File: src/rtl/key_pkg.sv
// Shared constants for the key-to-move path: default code/direction widths,
// direction indices and the default key code table.
package key_pkg;

   localparam int CODE_W_DEF  = 5;
   localparam int NUM_DIR_DEF = 4;

   localparam int DIR_UP    = 0;
   localparam int DIR_DOWN  = 1;
   localparam int DIR_LEFT  = 2;
   localparam int DIR_RIGHT = 3;

   // Slice i (LSB first) is the key code for direction i.
   localparam logic [NUM_DIR_DEF*CODE_W_DEF-1:0] KEY_CODES_DEF =
      {5'b10010, 5'b10000, 5'b10001, 5'b01101};

endpackage

File: src/rtl/key_move_queue_if.sv
// Key input, move handshake and status signals of key_move_queue.
// master = the queue itself, slave = the key front end / move consumer side.
interface key_move_queue_if
   import key_pkg::*;
#(
   parameter int CODE_W  = CODE_W_DEF,
   parameter int NUM_DIR = NUM_DIR_DEF,
   parameter int DEPTH   = 4
);

   logic                     key_ready;
   logic [CODE_W-1:0]        key_code;
   logic                     move_valid;
   logic [NUM_DIR-1:0]       move_dir;
   logic                     move_ready;
   logic [NUM_DIR-1:0]       btn_pulse;
   logic [$clog2(DEPTH):0]   count;
   logic                     overflow;
   logic                     clear_overflow;

   modport master (
      input  key_ready, key_code, move_ready, clear_overflow,
      output move_valid, move_dir, btn_pulse, count, overflow
   );

   modport slave (
      output key_ready, key_code, move_ready, clear_overflow,
      input  move_valid, move_dir, btn_pulse, count, overflow
   );

endinterface

File: src/rtl/sync_fifo.sv
// Show-ahead synchronous FIFO: dout is the head entry whenever empty=0.
// Push while full is ignored unless a pop happens in the same cycle.
module sync_fifo #(
   parameter int WIDTH = 4,
   parameter int DEPTH = 4
) (
   input  logic                   clk,
   input  logic                   rst_n,
   input  logic                   push,
   input  logic                   pop,
   input  logic [WIDTH-1:0]       din,
   output logic [WIDTH-1:0]       dout,
   output logic                   empty,
   output logic                   full,
   output logic [$clog2(DEPTH):0] count
);

   localparam int AW = $clog2(DEPTH);
   localparam logic [AW:0] FULL_CNT = (AW+1)'(DEPTH);

   logic [WIDTH-1:0] mem_q [DEPTH];
   logic [AW-1:0]    wr_ptr_q, rd_ptr_q;
   logic [AW:0]      count_q, count_d;
   logic             wr_en, rd_en;

   assign empty = (count_q == '0);
   assign full  = (count_q == FULL_CNT);
   assign wr_en = push & (~full | pop);
   assign rd_en = pop & ~empty;
   assign dout  = mem_q[rd_ptr_q];
   assign count = count_q;

   always_comb begin
      count_d = count_q;
      case ({wr_en, rd_en})
         2'b10:   count_d = count_q + (AW+1)'(1);
         2'b01:   count_d = count_q - (AW+1)'(1);
         default: count_d = count_q;
      endcase
   end

   // NOTE: storage has no reset; entries are only visible through count, which is reset.
   always_ff @(posedge clk) begin
      if (wr_en) mem_q[wr_ptr_q] <= din;
   end

   // NOTE: state uses non-blocking assignments so every register samples pre-edge values.
   always_ff @(posedge clk or negedge rst_n) begin
      if (!rst_n) begin
         wr_ptr_q <= '0;
         rd_ptr_q <= '0;
         count_q  <= '0;
      end else begin
         if (wr_en) wr_ptr_q <= wr_ptr_q + AW'(1);
         if (rd_en) rd_ptr_q <= rd_ptr_q + AW'(1);
         count_q <= count_d;
      end
   end

endmodule

File: src/rtl/key_move_queue.sv
// Key strobe to buffered one-hot move queue with legacy button pulses.
// Optional auto-repeat of a held key is built when KEY_REPEAT_EN is defined.
module key_move_queue
   import key_pkg::*;
#(
   parameter int CODE_W        = CODE_W_DEF,
   parameter int NUM_DIR       = NUM_DIR_DEF,
   parameter int DEPTH         = 4,
   parameter logic [NUM_DIR*CODE_W-1:0] KEY_CODES = KEY_CODES_DEF,
   parameter int REPEAT_DELAY  = 25_000_000,
   parameter int REPEAT_PERIOD = 10_000_000
) (
   input logic              clk,
   input logic              rst_n,
   key_move_queue_if.master bus
);

   if (DEPTH < 2 || (DEPTH & (DEPTH - 1)) != 0 || REPEAT_DELAY < 1 || REPEAT_PERIOD < 1)
   begin : g_bad_cfg
      $error("key_move_queue: invalid parameter configuration");
   end

   logic               ready_q, released_q;
   logic               rise, hit, key_event, pop, drop;
   logic [NUM_DIR-1:0] dir_oh, fifo_dout, btn_pulse_q;
   logic               fifo_empty, fifo_full, overflow_q;

   // released_q blocks a key held through reset from counting as a fresh press.
   assign rise = bus.key_ready & ~ready_q & released_q;

   // NOTE: every output of a combinational block gets a default first, so no latch is inferred.
   always_comb begin
      hit    = 1'b0;
      dir_oh = '0;
      for (int i = NUM_DIR - 1; i >= 0; i--) begin
         if (bus.key_code == KEY_CODES[i*CODE_W +: CODE_W]) begin
            hit       = 1'b1;
            dir_oh    = '0;
            dir_oh[i] = 1'b1;
         end
      end
   end

`ifdef KEY_REPEAT_EN
   localparam int RPT_MAX = (REPEAT_DELAY > REPEAT_PERIOD) ? REPEAT_DELAY : REPEAT_PERIOD;
   localparam int RPT_W   = $clog2(RPT_MAX + 1);

   logic             armed_q, tick;
   logic [RPT_W-1:0] rpt_cnt_q;

   assign tick      = armed_q & bus.key_ready & (rpt_cnt_q == '0);
   assign key_event = (rise | tick) & hit;

   // Down-counter: reaches zero REPEAT_DELAY edges after the press, then every REPEAT_PERIOD.
   always_ff @(posedge clk or negedge rst_n) begin
      if (!rst_n) begin
         armed_q   <= 1'b0;
         rpt_cnt_q <= '0;
      end else if (!bus.key_ready) begin
         armed_q   <= 1'b0;
         rpt_cnt_q <= '0;
      end else if (rise & hit) begin
         armed_q   <= 1'b1;
         rpt_cnt_q <= RPT_W'(REPEAT_DELAY - 1);
      end else if (armed_q) begin
         rpt_cnt_q <= tick ? RPT_W'(REPEAT_PERIOD - 1) : rpt_cnt_q - RPT_W'(1);
      end
   end
`else
   assign key_event = rise & hit;
`endif

   assign pop  = ~fifo_empty & bus.move_ready;
   assign drop = key_event & fifo_full & ~pop;

   sync_fifo #(
      .WIDTH (NUM_DIR),
      .DEPTH (DEPTH)
   ) u_fifo (
      .clk   (clk),
      .rst_n (rst_n),
      .push  (key_event),
      .pop   (pop),
      .din   (dir_oh),
      .dout  (fifo_dout),
      .empty (fifo_empty),
      .full  (fifo_full),
      .count (bus.count)
   );

   always_ff @(posedge clk or negedge rst_n) begin
      if (!rst_n) begin
         ready_q     <= 1'b0;
         released_q  <= 1'b0;
         btn_pulse_q <= '0;
         overflow_q  <= 1'b0;
      end else begin
         ready_q     <= bus.key_ready;
         released_q  <= released_q | ~bus.key_ready;
         btn_pulse_q <= key_event ? dir_oh : '0;
         // A drop in the same cycle as a clear leaves the flag set.
         if (drop)
            overflow_q <= 1'b1;
         else if (bus.clear_overflow)
            overflow_q <= 1'b0;
      end
   end

   assign bus.move_valid = ~fifo_empty;
   assign bus.move_dir   = fifo_empty ? '0 : fifo_dout;
   assign bus.btn_pulse  = btn_pulse_q;
   assign bus.overflow   = overflow_q;

endmodule

File: src/flat_wrapper.sv
// flat-port wrapper written by rule: the top's interface ports become plain ports
module key_move_queue_flat import key_pkg::*;
#(
   parameter int CODE_W        = CODE_W_DEF,
   parameter int NUM_DIR       = NUM_DIR_DEF,
   parameter int DEPTH         = 4,
   parameter logic [NUM_DIR*CODE_W-1:0] KEY_CODES = KEY_CODES_DEF,
   parameter int REPEAT_DELAY  = 25_000_000,
   parameter int REPEAT_PERIOD = 10_000_000
)
  (clk, rst_n, bus_key_ready, bus_key_code, bus_move_ready, bus_clear_overflow, bus_move_valid, bus_move_dir, bus_btn_pulse, bus_count, bus_overflow);
  key_move_queue_if #(.CODE_W(CODE_W), .NUM_DIR(NUM_DIR), .DEPTH(DEPTH)) bus_i ();
  input logic clk;
  input logic rst_n;
  input wire logic [$bits(bus_i.key_ready)-1:0] bus_key_ready;
  input wire logic [$bits(bus_i.key_code)-1:0] bus_key_code;
  input wire logic [$bits(bus_i.move_ready)-1:0] bus_move_ready;
  input wire logic [$bits(bus_i.clear_overflow)-1:0] bus_clear_overflow;
  output wire logic [$bits(bus_i.move_valid)-1:0] bus_move_valid;
  output wire logic [$bits(bus_i.move_dir)-1:0] bus_move_dir;
  output wire logic [$bits(bus_i.btn_pulse)-1:0] bus_btn_pulse;
  output wire logic [$bits(bus_i.count)-1:0] bus_count;
  output wire logic [$bits(bus_i.overflow)-1:0] bus_overflow;
  assign bus_i.key_ready = bus_key_ready;
  assign bus_i.key_code = bus_key_code;
  assign bus_i.move_ready = bus_move_ready;
  assign bus_i.clear_overflow = bus_clear_overflow;
  assign bus_move_valid = bus_i.move_valid;
  assign bus_move_dir = bus_i.move_dir;
  assign bus_btn_pulse = bus_i.btn_pulse;
  assign bus_count = bus_i.count;
  assign bus_overflow = bus_i.overflow;
  key_move_queue #(.CODE_W(CODE_W), .NUM_DIR(NUM_DIR), .DEPTH(DEPTH), .KEY_CODES(KEY_CODES), .REPEAT_DELAY(REPEAT_DELAY), .REPEAT_PERIOD(REPEAT_PERIOD)) u_core (.clk(clk), .rst_n(rst_n), .bus(bus_i));
endmodule
File: config.mk
export PLATFORM = sky130hd
export DESIGN_NAME = key_move_queue_flat
export DESIGN_NICKNAME = d
export VERILOG_FILES = /design/src/rtl/key_pkg.sv /design/src/rtl/key_move_queue_if.sv /design/src/rtl/sync_fifo.sv /design/src/rtl/key_move_queue.sv /design/src/flat_wrapper.sv
export SDC_FILE = /design/constraint.sdc
export NUM_CORES = 1
export LEC_CHECK = 0
export BUFFER_PORTS_ARGS = -buffer_cell sky130_fd_sc_hd__buf_2
export CAP_MARGIN = 5
export CORE_MARGIN = 2
export CORE_UTILIZATION = 54
export DETAILED_ROUTE_END_ITERATION = 16
export PLACE_DENSITY_LB_ADDON = 0.1
export SLEW_MARGIN = 10
export SYNTH_ARGS = -nofsm -noshare
export SYNTH_HDL_FRONTEND = slang
export SYNTH_SLANG_ARGS = --single-unit
File: constraint.sdc
create_clock -name clk -period 2.9 [get_ports clk]
set_clock_uncertainty 0.2 [all_clocks]
set_input_delay 0.58 -clock clk [delete_from_list [all_inputs] [get_ports clk]]
set_output_delay 0.58 -clock clk [all_outputs]
set_load 0.02 [all_outputs]
Word level (Yosys, flattened, before mapping)

Memories as Yosys holds them, arrays and structs flattened.
Cells that the tools add are included.

Bits of input ports: 10
Logic and storage cells: 52
Output and inout bits: 13
Bits in registers: 14
RAM bits: 16
Memories: 1

Mux-type cells: 15
Eq/ne operators: 7
Add/sub/neg operators: 4
Bitwise logic cells: 15
Reductions and logical operators: 3

Memories:

| memory              | words | bits a word | read ports | clocked after Yosys merged registers in | write ports | RTL line        | RTL |
|---|---|---|---|---|---|---|---|
| u_core.u_fifo.mem_q | 4     | 4           | 1          | 0                                       | 1           | sync_fifo.sv:21 | `logic [WIDTH-1:0] mem_q [DEPTH];` |

Operator list:

| cell                | count |
|---|---|
| $mux 4              | 6 |
| $eq 5x5->1 const B  | 3 |
| $and 1x1->1         | 8 |
| $mux 1              | 8 |
| $pmux 3 s2          | 1 |
| $eq 5x4->1 const B  | 1 |
| $not 1->1           | 5 |
| $add 2x1->2 const B | 2 |
| $reduce_bool 2->1   | 2 |
| $add 3x1->3 const B | 1 |
| $eq 3x3->1 const B  | 1 |
| $logic_not 3->1     | 1 |
| $sub 3x1->3 const B | 1 |
| $eq 2x1->1 const B  | 1 |
| $eq 2x2->1 const B  | 1 |
| $or 1x1->1          | 2 |

Longest topological paths before layout

Gate-level depths: netlist of run 1.

Depth after elaboration: 9
Gate-level depth with buffers: 10
Mapped depth without buffers: 10

Modules after synthesis

From an unflattened synthesis of run 1, not the netlist that was laid out.

Cells, all modules: 97
Area total of the unflattened synthesis: 1376.3 sq um

By module, submodules not included:

| module         | times used | area an instance (sq um) | seq. area each (sq um) | cells each |
|---|---|---|---|---|
| sync_fifo      | 1          | 1012.2                   | 655.6                  | 59 |
| key_move_queue | 1          | 364.1                    | 175.2                  | 38 |

Least setup slack after synthesis of run 1

OpenSTA, ideal clock, no wires.

Kind: input -> register
Start: input port bus_key_code[0]
End: register u_core.u_fifo.count_q[2] (netlist: u_core.u_fifo.count[2])
Library setup time: 132 ps
Buffers on the path: 0
Stages: 10
Data arrival time: 2416 ps
Slack: 152 ps
Data required time: 2568 ps
Cells stage by stage: or4b_4 > a22oi_4 > nor3b_4 > inv_1 > ha_1 > inv_1 > fa_1 > xor2_1 > nor2_1 > xor2_1

Word-level cells in the longest chain between the ends: 9
Elaborated cells between the ends (all ways): 14
Classes of those cells: eq/ne: 6; mux: 5; bitwise: 2; reduce/logical: 1

RTL lines:

| item                                            | RTL line             | RTL |
|---|---|---|
| start: declaration                              | flat_wrapper.sv:16   | `input wire logic [$bits(bus_i.key_code)-1:0] bus_key_code;` |
| $eq 5x5->1                                      | key_move_queue.sv:36 | `if (bus.key_code == KEY_CODES[i*CODE_W +: CODE_W]) begin` |
| $mux 1 (3 in series)                            | key_move_queue.sv:36 |  |
| $mux 1 (*)                                      | key_move_queue.sv:36 |  |
| $and 1x1->1 (*)                                 | key_move_queue.sv:70 | `assign key_event = rise & hit;` |
| $and 1x1->1 (*)                                 | sync_fifo.sv:28      | `assign wr_en = push & (~full \| pop);` |
| $eq 2x1->1 or $eq 2x2->1 (tied branches)        | sync_fifo.sv:35      | `case ({wr_en, rd_en})` |
| $pmux 3 s2 or $reduce_bool 2->1 (tied branches) | -                    |  |
| end signal: assignment                          | sync_fifo.sv:56      | `count_q <= count_d;` |
| end: declaration                                | sync_fifo.sv:23      | `logic [AW:0] count_q, count_d;` |

Every way passes the cells marked *; elsewhere a longest branch is shown, timed or not.
A chain may end at the register's enable or synchronous reset.

Worst setup path in the final report of run 1

Ends and elaborated chain as after synthesis.

==> results.ini, run 1 <==
[global_route]
overflow = 0
grt_use_met3_pct = 6.39
grt_pass1_vias = 715
met2_usage_pct = 26.1
grt_busiest_layer = met2
antenna_found_initial = 0
grt_usage_pct = 17.4
grt_max_degree = 15
grt_pass1_wl_mm = 3.23
use_met1_pct = 20.9

[clocking]
cts.htree.levels = 2
cts_made_buffers = 5
cts_num_sinks = 30
cts.clk_slew.worst_paths_ns = 0.09
ctsHoldBuffers = 1
clockBufferDepth = 2
insertion_delay_ns = 0.32
cts_resized = 0
postCtsSetupRepairBufs = 0
cts_tree = built
cts_root_buf = clkbuf_4

[cells_and_area]
area_growth_pct = 16.2
n_antenna_cell = 0
final_layout_size_suffix_gt1_share_pct = 30.8
layout_commonest_cell = buf_2
nNetsFinal = 135
layout_common_cells = buf_2, edfxtp_1, dfrtp_1

[timing]
drv_slew = 0
max_slew.worst_pin.slew_ns = 0.323
hold_viol_final = 0
period_needed_ns = 2.50
rsz0062_at_grt = no
setup_violations = 0
max_freq_mhz = 399
period_share_pct = 86.3
hold-worst-slack_ns = 0.197
slew-limit-headroom_pct = 78.2
tns_ns = 0

[power_and_ir_drop]
power_frac_comb_pct = 34.3
internal_power_uw = 798
powerDensity_mw_per_mm2 = 788
seqPwrFrac_pct = 47.5
irDropWorstVdd_mv = 0.463
leakage_uw = 0.000654
p_sw_share_pct = 34.5
power_switching_uw = 420
p_clk_share_pct = 18.2

[synthesis]
syn_inst = 88
synth_seq_cells = 30
syn_area_mm2 = 0.00133
yosys_warnings = 0
synth_top_area_share_pct = 36.1
synthDistinctLibCells = 25
synth_top_area_cell = edfxtp_1
seq_area_frac_synth_pct = 62.5
syn-num-nets = 104
synth.avg_cell_area_um2 = 15.1
synth_area_leaders = edfxtp_1, dfrtp_1, mux4_2, ha_1, and2_1

[outcome]
status = completed

[drt]
drc = 0
drt-vias-per-instance = 5.14
dr_total_vias = 760
drtAntennaViolNets = 0
routedWlPerCell_um = 14.0
firstDrtPassIters = 4
drt_first_iter_violations = 12
routed_wl_mm = 2.07

[critical_path]
critPathKind = in2reg
arrival_ns = 2.50
endpoint_kind = flop
crit_fanout = 5
start_kind = input pin
worstPathRequired_ns = 2.90

[placement]
gp_congestion = 0.750
post-dp-hpwl_mm = 1.59
io_buffers = 22

[floorplanning]
die_area_mm2 = 0.00288
start_util_pct = 58.4
core-area_mm2 = 0.00228
io_pins = 23
die_w_um = 53.6
rows = 17
die_h_um = 53.6

[worst_hold_path]
hold_class = in2reg

[flow_run]
max-cap-violations = 0

## cell families after synthesis
family	count (synthesis)	synth area share, %
buffers and inverters	9	2.54
and+or+nand+nor	29	14.2
muxes	6	8.65
adders and majority gates	6	6.21
AOI/OAI and AO/OA	2	1.98
DFF	30	62.5
xor gates and xnor gates	6	3.95
## critical path, stage by stage
cell and delay, ns:
buf_2 0.12, or4b_4 0.58, a22oi_4 0.15, nor3b_4 0.21, inv_1 0.06, ha_1 0.22, inv_1 0.08, fa_1 0.17
xor2_1 0.14, nor2_1 0.06, xor2_1 0.14
## through the flow
step           setup WS, ns  area, um2  util [%]  total power (uW)  instances
2_1_floorplan         0.152       1330         -               888         88
3_3_place_gp          0.127       1490      65.3              1000        139
3_5_place_dp         0.0613       1490      65.3              1010        139
4_1_cts               0.359       1550      67.9              1230        148
5_1_grt               0.302       1550      67.9              1300        148
6_report              0.396       1550      67.9              1220        148
## synthesized netlist by cell type, drive strengths merged
library cell,n
nand2b,1
clkbuf,1
ha,5
xnor2,3
nand3b,2
mux2,1
dfrtp,14
nor2,5
nor4b,1
nor3,4
xor2,3
or4b,1
a22oi,1
inv,8
fa,1
or3b,1
o21ai,1
nand2,2
or3,1
mux2i,1
nand4b,1
mux4,4
edfxtp,16
nor3b,1
and2,9
## final timing paths
check,startpoint,end,slack (ns),cells after the start
min in group asynchronous,rst_n,u_core.u_fifo.wr_ptr_q[1]$_DFFE_PN0P_,0.47,2
setup / recovery,bus_key_code[0],u_core.u_fifo.count[2]$_DFFE_PN0P_,0.40,11
hold reg to reg,u_core.released_q$_DFF_PN0_,u_core.released_q$_DFF_PN0_,0.27,1
hold / removal,bus_key_ready,u_core.ready_q$_DFF_PN0_,0.20,1
max in group asynchronous,rst_n,u_core.u_fifo.count[2]$_DFFE_PN0P_,1.78,2
setup reg to reg,u_core.u_fifo.count[0]$_DFFE_PN0P_,u_core.u_fifo.count[2]$_DFFE_PN0P_,0.53,10
## flip-flops by register name, summed over array words and instances (netlist names)
signal / flops
u_core.bus.btn_pulse: 4
u_core.bus.overflow: 1
u_core.ready_q: 1
u_core.released_q: 1
u_core.u_fifo.count: 3
u_core.u_fifo.mem_q: 16
u_core.u_fifo.rd_ptr_q: 2
u_core.u_fifo.wr_ptr_q: 2
## layer usage
| layer | vias to the layer above | share of wire (%) |
|---|---|---|
| li1 | 373 | - |
| met1 | 359 | 46 |
| met2 | 22 | 46 |
| met3 | 6 | 6.0 |
| met4 | 0 | 2.0 |
| met5 | - | 0 |
## power groups by stage
stage | clock, uW | combinational (uW) | sequential, uW
final | 222 | 418 | 578
after global routing | 247 | 464 | 590
after CTS | 226 | 426 | 581
after detailed placement | 0 | 424 | 591
after global placement | 0 | 413 | 588
after floorplan | 0 | 306 | 582
## final cells by class
class,count,area [um2]
Sequential cell,30,831
Fill cell,178,731
Multi-Input combinational cell,49,465
Timing Repair Buffer,25,135
Clock buffer,7,45.0
Tap cell,28,35.0
Inverter,8,30.0
Clock inverter,1,3.75
No activity file was read; power rests on OpenSTA's default activity.
==> run 2: changes to the inputs <==
--- a/config.mk
+++ b/config.mk
@@ -8,9 +8,12 @@
 export BUFFER_PORTS_ARGS = -buffer_cell sky130_fd_sc_hd__buf_2
 export CAP_MARGIN = 5
 export CORE_MARGIN = 2
-export CORE_UTILIZATION = 54
+export CORE_UTILIZATION = 55
+export CTS_BUF_LIST = sky130_fd_sc_hd__clkbuf_4 sky130_fd_sc_hd__clkbuf_8
 export DETAILED_ROUTE_END_ITERATION = 16
+export HOLD_SLACK_MARGIN = 0.06
 export PLACE_DENSITY_LB_ADDON = 0.1
+export SKIP_LAST_GASP = 1
 export SLEW_MARGIN = 10
 export SYNTH_ARGS = -nofsm -noshare
 export SYNTH_HDL_FRONTEND = slang
==> run 2 against run 1 <==
Compared with the run above:
- power is 3.1% higher
- worst hold slack better by 0.00085 ns
- sequential share of layout area is 0.39 points lower
- sequential power hardly changed
- routed wire length is 2.6% higher
- worst setup slack worse by 0.0097 ns
- final cell count stayed put
- clock power is 14% higher
- first-iteration DRC count is 25% lower
- largest power group unchanged
- highest routed layer unchanged
- critical path depth is 8 lower
- core utilization is 1.1 points higher
==> results.ini, run 2 (synthesis results as in run 1) <==
[critical_path]
arrival_ns = 1.73
cpMaxStageDelayCell = dfrtp_1
start_kind = flop
worstPathRequired_ns = 2.12
slowest_delay_ns = 0.55
endpoint_kind = output pin
crit_fanout = 6
critPathKind = reg2out
path_cells = mux4_2, and2_1, buf_2

[drt]
routedWlPerCell_um = 14.3
routed_wl_mm = 2.12
drt_first_iter_violations = 9
dr_total_vias = 774
drt-vias-per-instance = 5.23
firstDrtPassIters = 4
drc = 0
drtAntennaViolNets = 0

[floorplanning]
die_area_mm2 = 0.00283
die_w_um = 53.2
start_util_pct = 59.0
core-area_mm2 = 0.00225
rows = 17
io_pins = 23
die_h_um = 53.2

[cells_and_area]
area_growth_pct = 17.0
largest_reg_flops = 16
fin_util_pct = 69.0
largest_register = u_core.u_fifo.mem_q
nNetsFinal = 135
layout_common_cells = buf_2, edfxtp_1, dfrtp_1
final_layout_size_suffix_gt1_share_pct = 33.3
layout_commonest_cell = buf_2
n_antenna_cell = 0

[global_route]
overflow = 0
antenna_found_initial = 0
grt_usage_pct = 19.4
grt_pass1_vias = 740
grt_pass1_wl_mm = 3.58
grt_max_degree = 15

[clocking]
cts.clk_slew.worst_paths_ns = 0.08
cts_root_buf = clkbuf_4
cts.htree.levels = 2
cts_tree = built
clockBufferDepth = 2
cts_num_sinks = 30
cts_made_buffers = 5
insertion_delay_ns = 0.32

[timing]
period_share_pct = 86.7
max_slew.worst_pin.slew_ns = 0.336
rsz0062_at_grt = no
setup_violations = 0
slew-limit-headroom_pct = 77.6
hold_viol_final = 0
tns_ns = 0
max_freq_mhz = 398
drv_slew = 0
period_needed_ns = 2.51

[placement]
gp_congestion = 0.731
io_buffers = 22
post-dp-hpwl_mm = 1.57

[outcome]
status = completed

[worst_hold_path]
hold_class = in2reg

[power_and_ir_drop]
leakage_uw = 0.000664
powerDensity_mw_per_mm2 = 806
irDropWorstVdd_mv = 0.570

[flow_run]
max-cap-violations = 0

==> run 2: changes by cell type in the layout (fill, tap and decap cells not counted) <==
cell	previous run	this run
clkbuf_1	2	0
clkbuf_4	5	8
clkinv_1	1	0
==> run 2: what timing repair did <==
| action | 4_1_cts | 5_1_grt |
|---|---|---|
| hold buffers | 1 | 0 |
| setup endpoints to repair | 0 | 0 |
| setup buffers | 0 | 0 |
| hold endpoints to repair | 14 | 0 |
| gates resized for setup | 0 | 0 |
==> run 2: worst paths after layout <==
| kind | endpoint | slack [ns] | start | depth (start not counted) |
|---|---|---|---|---|
| max reg2reg | u_core.u_fifo.count[2]$_DFFE_PN0P_ | 0.54 | u_core.u_fifo.count[0]$_DFFE_PN0P_ | 10 |
| max | bus_move_dir[1] | 0.39 | u_core.u_fifo.rd_ptr_q[0]$_DFFE_PN0P_ | 3 |
| min reg2reg | u_core.released_q$_DFF_PN0_ | 0.28 | u_core.released_q$_DFF_PN0_ | 1 |
| min | u_core.ready_q$_DFF_PN0_ | 0.20 | bus_key_ready | 1 |
| min in group asynchronous | u_core.u_fifo.wr_ptr_q[0]$_DFFE_PN0P_ | 0.48 | rst_n | 2 |
| max in group asynchronous | u_core.bus.btn_pulse[2]$_DFF_PN0_ | 1.77 | rst_n | 2 |
==> run 2: report_power, final <==
group	total [uW]	leakage (uW)	internal [uW]	switching, uW
combinational	424	0.000307	204	220
sequential	578	0.000319	503	75.0
clock	253	0.0000368	125	129
total	1250	0.000664	831	423
==> run 2: area by class of cell <==
type	count	area, um2
Timing Repair Buffer	25	135
Clock buffer	8	60.1
Sequential cell	30	831
Fill cell	169	698
Inverter	8	30.0
Tap cell	28	35.0
Multi-Input combinational cell	49	465
==> run 2: metal layers <==
| metal | vias to the layer above | global-route usage [%] | part of all wire [%] |
|---|---|---|---|
| met3 | 4 | 6.78 | 4.9 |
| met5 | - | 0 | 0 |
| met4 | 0 | 8.97 | 1.4 |
| met1 | 371 | 24.9 | 45 |
| li1 | 376 | - | - |
| met2 | 23 | 29.4 | 48 |
==> run 2: worst max-delay path: cells and delay by family, from the launching register on <==
| kind | cells | cell delay [ns] |
|---|---|---|
| simple gates | 1 | 0.17 |
| buf+inv | 1 | 0.15 |
| mux | 1 | 0.55 |
| flops | 1 | 0.55 |
==> run 2: through the flow <==
step	area (um2)	hold WS [ns]	worst slack [ns]	total power [uW]	instances
global placement	1490	0.251	0.131	1000	139
floorplan	1330	0.0844	0.152	888	88
detailed placement	1490	0.253	0.0793	1020	139
CTS	1560	0.186	0.355	1270	148
global route	1560	0.191	0.273	1350	148
finish	1560	0.198	0.387	1250	148
